File: config.mk
export PLATFORM = sky130hd
export DESIGN_NAME = axi_rd_stream_ctrl
export DESIGN_NICKNAME = d
export VERILOG_FILES = /design/src/rtl/axi_rd_stream_ctrl.sv
export SDC_FILE = /design/constraint.sdc
export NUM_CORES = 1
export LEC_CHECK = 0
export CAP_MARGIN = 20
export CORE_ASPECT_RATIO = 1.25
export CORE_MARGIN = 1.5
export CORE_UTILIZATION = 45
export DETAILED_ROUTE_END_ITERATION = 7
export PLACE_DENSITY = 0.71
export SYNTH_ARGS = -nofsm -noshare
export SYNTH_HDL_FRONTEND = slang
export SYNTH_SLANG_ARGS = --single-unit
File: constraint.sdc
create_clock -name clk -period 7.32 [get_ports clk]
set_input_delay 1.098 -clock clk [delete_from_list [all_inputs] [get_ports clk]]
set_output_delay 1.098 -clock clk [all_outputs]
set_load 0.02 [all_outputs]
File: src/rtl/axi_rd_stream_ctrl.sv
// AXI4 read controller: splits byte-length commands into INCR bursts (MAX_BURST / 4 KB capped)
// and serializes 32-bit read data into a byte stream. Define ARS_STATS_EN for burst/stall counters.
module axi_rd_stream_ctrl #(
  parameter int DATA_WIDTH = 32,
  parameter int ADDR_WIDTH = 16,
  parameter int ID_WIDTH   = 8,
  parameter int MAX_BURST  = 16,
  parameter int LEN_WIDTH  = 16
) (
  input  logic                  clk,
  input  logic                  rst,
  input  logic                  cmd_valid,
  output logic                  cmd_ready,
  input  logic [ADDR_WIDTH-1:0] cmd_addr,
  input  logic [LEN_WIDTH-1:0]  cmd_len,
  output logic [ID_WIDTH-1:0]   m_axi_arid,
  output logic [ADDR_WIDTH-1:0] m_axi_araddr,
  output logic [7:0]            m_axi_arlen,
  output logic [2:0]            m_axi_arsize,
  output logic [1:0]            m_axi_arburst,
  output logic                  m_axi_arvalid,
  input  logic                  m_axi_arready,
  input  logic [DATA_WIDTH-1:0] m_axi_rdata,
  input  logic [1:0]            m_axi_rresp,
  input  logic                  m_axi_rlast,
  input  logic                  m_axi_rvalid,
  output logic                  m_axi_rready,
  output logic [7:0]            m_axis_tdata,
  output logic                  m_axis_tvalid,
  output logic                  m_axis_tlast,
  input  logic                  m_axis_tready,
`ifdef ARS_STATS_EN
  output logic [15:0]           stat_bursts,
  output logic [15:0]           stat_stall,
`endif
  output logic                  busy,
  output logic                  done,
  output logic                  err
);

  // state   | meaning
  // IDLE    | waiting for a command, cmd_ready high
  // ADDR    | presenting the next burst on AR
  // DATA    | accepting beats of the current burst / draining the final word
  // DONE    | one-cycle completion pulse
  typedef enum logic [1:0] {ST_IDLE, ST_ADDR, ST_DATA, ST_DONE} state_t;

  localparam int CW = (LEN_WIDTH > 11) ? LEN_WIDTH : 11;

  state_t                state_q, state_d;
  logic [ADDR_WIDTH-1:0] addr_q, addr_d;
  logic [LEN_WIDTH-1:0]  words_q, words_d;
  logic [LEN_WIDTH-1:0]  rem_bytes_q, rem_bytes_d;
  logic                  err_q, err_d;
  logic                  rd_done_q, rd_done_d;
  logic [DATA_WIDTH-1:0] buf_q, buf_d;
  logic                  buf_valid_q, buf_valid_d;
  logic [1:0]            lane_q, lane_d;

  logic [CW-1:0] bnd_words, max_words, words_ext, beats;
  logic          byte_hs, beat_hs, word_end;

  // Burst size: smallest of the burst cap, the words still owed and the room left in this 4 KB page.
  always_comb begin
    bnd_words = CW'(11'd1024 - {1'b0, addr_q[11:2]});
    max_words = CW'(MAX_BURST);
    words_ext = CW'(words_q);
    beats     = max_words;
    if (words_ext < beats) beats = words_ext;
    if (bnd_words < beats) beats = bnd_words;
  end

  assign word_end = (lane_q == 2'd3) || (rem_bytes_q == LEN_WIDTH'(1));
  assign byte_hs  = buf_valid_q && m_axis_tready;
  assign beat_hs  = m_axi_rvalid && m_axi_rready;

  assign cmd_ready     = (state_q == ST_IDLE) && !rst;
  assign m_axi_arvalid = (state_q == ST_ADDR);
  assign m_axi_araddr  = m_axi_arvalid ? addr_q : '0;
  assign m_axi_arlen   = m_axi_arvalid ? 8'(beats - CW'(1)) : 8'd0;
  assign m_axi_arid    = '0;
  assign m_axi_arsize  = 3'b010;
  assign m_axi_arburst = 2'b01;
  // A new beat may land in the same cycle the last used byte of the held word leaves.
  assign m_axi_rready  = (state_q == ST_DATA) && !rd_done_q &&
                         (!buf_valid_q || (byte_hs && word_end));
  assign m_axis_tvalid = buf_valid_q;
  assign m_axis_tdata  = buf_valid_q ? buf_q[{lane_q, 3'b000} +: 8] : 8'd0;
  assign m_axis_tlast  = buf_valid_q && (rem_bytes_q == LEN_WIDTH'(1));
  assign busy          = (state_q != ST_IDLE);
  assign done          = (state_q == ST_DONE);
  assign err           = err_q;

  always_comb begin
    state_d     = state_q;
    addr_d      = addr_q;
    words_d     = words_q;
    rem_bytes_d = rem_bytes_q;
    err_d       = err_q;
    rd_done_d   = rd_done_q;
    buf_d       = buf_q;
    buf_valid_d = buf_valid_q;
    lane_d      = lane_q;

    if (byte_hs) begin
      rem_bytes_d = rem_bytes_q - LEN_WIDTH'(1);
      if (word_end) buf_valid_d = 1'b0;
      else          lane_d      = lane_q + 2'd1;
    end
    if (beat_hs) begin
      buf_d       = m_axi_rdata;
      buf_valid_d = 1'b1;
      lane_d      = 2'd0;
      if (m_axi_rresp != 2'b00) err_d = 1'b1;
    end

    case (state_q)
      ST_IDLE: begin
        if (cmd_valid) begin
          addr_d      = cmd_addr & ~ADDR_WIDTH'(3);
          rem_bytes_d = cmd_len;
          words_d     = LEN_WIDTH'(({1'b0, cmd_len} + (LEN_WIDTH+1)'(3)) >> 2);
          err_d       = 1'b0;
          rd_done_d   = 1'b0;
          state_d     = (cmd_len == '0) ? ST_DONE : ST_ADDR;
        end
      end
      ST_ADDR: begin
        if (m_axi_arready) begin
          addr_d  = addr_q + ADDR_WIDTH'({beats, 2'b00});
          words_d = words_q - LEN_WIDTH'(beats);
          state_d = ST_DATA;
        end
      end
      ST_DATA: begin
        if (beat_hs && m_axi_rlast) begin
          if (words_q != '0) state_d   = ST_ADDR;
          else               rd_done_d = 1'b1;
        end
        if (rd_done_q && byte_hs && m_axis_tlast) state_d = ST_DONE;
      end
      ST_DONE: state_d = ST_IDLE;
      default: state_d = ST_IDLE;
    endcase
  end

  always_ff @(posedge clk) begin
    if (rst) begin
      state_q     <= ST_IDLE;
      addr_q      <= '0;
      words_q     <= '0;
      rem_bytes_q <= '0;
      err_q       <= 1'b0;
      rd_done_q   <= 1'b0;
      buf_q       <= '0;
      buf_valid_q <= 1'b0;
      lane_q      <= 2'd0;
    end else begin
      state_q     <= state_d;
      addr_q      <= addr_d;
      words_q     <= words_d;
      rem_bytes_q <= rem_bytes_d;
      err_q       <= err_d;
      rd_done_q   <= rd_done_d;
      buf_q       <= buf_d;
      buf_valid_q <= buf_valid_d;
      lane_q      <= lane_d;
    end
  end

`ifdef ARS_STATS_EN
  logic [15:0] stat_bursts_q, stat_bursts_d;
  logic [15:0] stat_stall_q, stat_stall_d;

  always_comb begin
    stat_bursts_d = stat_bursts_q;
    stat_stall_d  = stat_stall_q;
    if (m_axi_arvalid && m_axi_arready && (stat_bursts_q != 16'hffff))
      stat_bursts_d = stat_bursts_q + 16'd1;
    if (m_axis_tvalid && !m_axis_tready && (stat_stall_q != 16'hffff))
      stat_stall_d = stat_stall_q + 16'd1;
  end

  always_ff @(posedge clk) begin
    if (rst) begin
      stat_bursts_q <= 16'd0;
      stat_stall_q  <= 16'd0;
    end else begin
      stat_bursts_q <= stat_bursts_d;
      stat_stall_q  <= stat_stall_d;
    end
  end

  assign stat_bursts = stat_bursts_q;
  assign stat_stall  = stat_stall_q;
`endif

endmodule

==> Implementation_results.wiki <==
{| class="wikitable"
! Metric !! Value
|-
| Register bit total from synthesis || 85
|-
| Worst setup slack for register-to-register paths || 1.16 ns
|-
| Top post-synthesis cells by area || sky130_fd_sc_hd__dfxtp_1, sky130_fd_sc_hd__nand2_1, sky130_fd_sc_hd__ha_1
|-
| Final setup violating endpoints || 0
|-
| Run status || completed
|-
| Post-CTS setup buffers || 0
|-
| Clock tree buffer depth || 2
|-
| Post-detailed-route via-to-cell ratio || 5.51
|-
| Clk_skew || 0.0109 ns
|-
| Share of post-route cells with drive strength above 1 || 7.38%
|-
| Net switching power || between 800 and 900 uW
|-
| Total via count in the routed design || 6206
|-
| Residual antenna-violating net count after detailed routing || 0
|-
| Standard cell core area || 14300 sq um
|-
| WHS || roughly 0.45 ns
|-
| Die Footprint || between 15000 and 20000 sq um
|-
| Quantity of gates resized following cts || 0
|-
| Transition time at the pin with the least slew margin || approximately 0.86 ns
|-
| CP Class || reg2out
|-
| Fraction of synthesis flops using an asynchronous set or reset pin || 0%
|-
| Share of the synthesized area in the top cell type || between 20% and 30%
|-
| Detailed Routing Iterations Pass 1 || 5
|-
| Worst min path class || reg2reg
|-
| Inst Count DP || ~1100
|-
| Total Negative Setup Slacks || 0 ns
|-
| List of cells traversed by the critical path || or4_1 -> or3_1 -> nor4_1 -> xnor2_1 -> ha_1 -> nand3_1 -> nand2_1 -> a31oi_1 -> a21oi_2 -> nor2_1 -> a21o_1 -> nor3_1 -> nand4_1 -> xnor2_1 -> nor2_1 -> clkdlybuf4s50_1
|-
| Mean cell area of the mapped netlist || ~7.7 sq um
|-
| Num CTS Buffers || 9
|-
| Post-layout instance count excluding filler cells || between 1000 and 1500
|-
| Number of buffers added to fix hold violations after cts || 0
|-
| Clock Tree Root || sky130_fd_sc_hd__clkbuf_16
|-
| Unrepaired setup endpoints after global routing || false
|-
| Net total in the final layout || between 1000 and 1500
|-
| Critical Path AT || about 5.4 ns
|-
| WP buf/inv || 1
|-
| Pwr Density || around 260 nW/um^2
|-
| Commonest cells in the synthesized netlist || sky130_fd_sc_hd__nand2_1, sky130_fd_sc_hd__dfxtp_1, sky130_fd_sc_hd__nor2_1
|-
| Y dimension of the die || around 140 um
|-
| Max-cap violations || 0
|-
| Maximum ir drop on the vdd rail || 0.000174 V
|-
| Mapped Cells || 850
|-
| Count of boundary I/O pins || 126
|-
| Unique cell type count in the Yosys netlist || 83
|-
| Placed Area || ~7700 sq um
|-
| Fin. max-slew vios || 0
|-
| Largest net degree at the start of global routing || slightly below 70
|-
| Top achievable clock speed || ~150 MHz
|-
| Yosys warning count || 0
|-
| Max_slew headroom || between 40 and 50%
|-
| Kind of cell adding the most delay to the critical path || simple AND/OR/NAND/NOR gates
|-
| Average detailed-routed wire length per instance || around 15 um
|-
| Area leader, netlist || sky130_fd_sc_hd__dfxtp_1
|-
| Final period util || 88.8%
|-
| # diodes || 0
|-
| Design Area, Final || around 8100 sq um
|-
| Critical-path top delay cell || sky130_fd_sc_hd__a21oi_2
|-
| Clock tree from TritonCTS || done
|-
| WP data required || between 6 and 7 ns
|-
| Routability-driven placement congestion ratio || 0.887
|-
| Wire length of the first global-routing pass || 28700 um
|-
| Leakage dissipation || between 3 and 4 nW
|-
| Initial antenna violation count || 0
|-
| Startpoint class of the critical path || flop
|-
| Clock tree sinks || 85
|-
| Drc violations || 0
|-
| Clock-pin transition on the worst setup and hold timing paths || ~0.07 ns
|-
| Die Span X || 111 um
|-
| Wire length reported by the detailed router || between 15000 and 20000 um
|-
| HPWL Detailed || roughly 13000 um
|-
| Overall fraction of global-route tracks in use || 22.8%
|-
| I/O Buffers || between 100 and 150
|-
| Part of the power in the clock network || approximately 22%
|-
| Synth-to-layout area growth || 22.6%
|-
| Number of fill cells in the layout || 1381
|-
| Total number of H-tree levels || 3
|-
| Sequential fraction of design power || around a quarter
|-
| Dominant cell by count in the synthesized netlist || sky130_fd_sc_hd__nand2_1
|-
| Number of enable flip-flop cells after synthesis || 0
|-
| Peak fanout along the critical path || 19
|-
| Post-synth top flop || sky130_fd_sc_hd__dfxtp_1
|-
| Detailed Route Iter0 Violations || 310
|-
| Netlist Area Pre-Place || around 6600 sq um
|-
| Clock latency of the later-clocked register in the worst-skew pair || 0.35 ns
|-
| Number of failing hold endpoints at the final stage || 0
|-
| Tmin final || between 6 and 7 ns
|-
| Switching share of total power || 41.5%
|-
| Worst path max stage delay || between 0.7 and 0.8 ns
|-
| Portion of the post-synthesis area used by sequential elements || 25.9%
|-
| Final design utilization || between 50% and 60%
|-
| Via count of the first global-routing pass || around 6000
|-
| Aggregate global routing overflow || 0
|-
| Internal power || 1.23 mW
|-
| Combinational Power Share || between 50% and 60%
|-
| Starting utilization of the core area || between 40% and 50%
|-
| Endpoint type of the worst setup path || output port
|-
| Site row count || between 40 and 50
|}
==> routing by layer <==
layer	GRT usage [%]	part of all wire, %	up-vias
met5	0	0	-
met4	7.66	2.0	0
met3	4.43	5.0	22
met2	40.5	50	146
met1	27.4	43	2876
li1	-	-	3162
==> registers in the layout, summed over array words and instances, names as in the netlist <==
signal	flops
err	1
rd_done_q	1
buf_q	32
words_ext	16
lane_q	2
addr_q	14
rem_bytes_q	16
state_q	2
m_axis_tvalid	1
==> metrics by stage <==
step / setup WS (ns) / total power, mW
2_1_floorplan: 1.99 / 1.38
3_3_place_gp: 1.35 / 1.64
3_5_place_dp: 1.30 / 1.65
4_1_cts: 0.884 / 2.11
5_1_grt: 0.544 / 2.25
6_report: 0.820 / 2.11
==> power groups by stage <==
stage                     Sequential, mW  Clock (mW)  Combinational, mW
after floorplan                    0.545           0              0.839
after global placement             0.569           0               1.07
after detailed placement           0.569           0               1.08
after CTS                          0.559       0.467               1.09
after global routing               0.567       0.487               1.20
final                              0.560       0.460               1.09
==> cells in the final DEF, fill, tap and decap left out, types with 4 or more instances in the layout <==
cell type,n
sky130_fd_sc_hd__nand2_1,137
sky130_fd_sc_hd__clkdlybuf4s50_1,107
sky130_fd_sc_hd__dfxtp_1,85
sky130_fd_sc_hd__nor2_1,74
sky130_fd_sc_hd__a21oi_1,68
sky130_fd_sc_hd__ha_1,39
sky130_fd_sc_hd__and2_1,32
sky130_fd_sc_hd__o21ai_0,29
sky130_fd_sc_hd__inv_1,28
sky130_fd_sc_hd__xnor2_1,27
sky130_fd_sc_hd__conb_1,27
sky130_fd_sc_hd__nor3_1,26
sky130_fd_sc_hd__a211oi_1,22
sky130_fd_sc_hd__nand3_1,19
sky130_fd_sc_hd__xor2_1,19
sky130_fd_sc_hd__a311oi_1,14
sky130_fd_sc_hd__or3_1,10
sky130_fd_sc_hd__nor4_1,9
sky130_fd_sc_hd__a31oi_1,9
sky130_fd_sc_hd__a21o_1,9
sky130_fd_sc_hd__clkbuf_16,9
sky130_fd_sc_hd__mux4_2,8
sky130_fd_sc_hd__buf_4,8
sky130_fd_sc_hd__mux2i_1,7
sky130_fd_sc_hd__nor2b_1,6
sky130_fd_sc_hd__o21a_1,6
sky130_fd_sc_hd__nand4_1,5
sky130_fd_sc_hd__nand2b_1,5
sky130_fd_sc_hd__o211ai_1,5
sky130_fd_sc_hd__or4_1,4
sky130_fd_sc_hd__nor3b_1,4
sky130_fd_sc_hd__and3_1,4
sky130_fd_sc_hd__o21ai_1,4
sky130_fd_sc_hd__maj3_1,4
==> path summary, 6_finish.rpt <==
| path | start | to | cells past startpoint |
|---|---|---|---|
| max | addr_q[4] | m_axi_arlen[7] | 16 |
| min | buf_q[30] | buf_q[30] | 2 |
| max reg2reg | addr_q[4] | words_ext[12] | 22 |
| min reg2reg | buf_q[30] | buf_q[30] | 2 |
==> cells by family after synthesis <==
kind of cell	count (synthesis)	share of synthesized area (%)
simple gates	356	26.6
compound gates	204	21.5
buf+inv	91	6.18
flops	85	25.9
xor+xnor	48	6.79
fa+ha+maj	44	8.33
mux	20	4.69
other cells	2	0.114
==> tightest hold or removal path: cells and delay by family (launching register included) <==
kind / cells / cell delay [ns]
flops: 1 / 0.30
simple gates: 1 / 0.05
compound gates: 1 / 0.05
==> area by class of cell <==
| cell class | instances | area [sq um] | area share (%) |
|---|---|---|---|
| Clock inverter | 4 | 48.8 | 0.605 |
| Tap cell | 178 | 223 | 2.76 |
| Inverter | 32 | 120 | 1.49 |
| Clock buffer | 11 | 243 | 3.01 |
| Multi-Input combinational cell | 699 | 4570 | 56.6 |
| Sequential cell | 85 | 1700 | 21.1 |
| Timing Repair Buffer | 117 | 1160 | 14.4 |
Power figures use the tool's default switching activity.
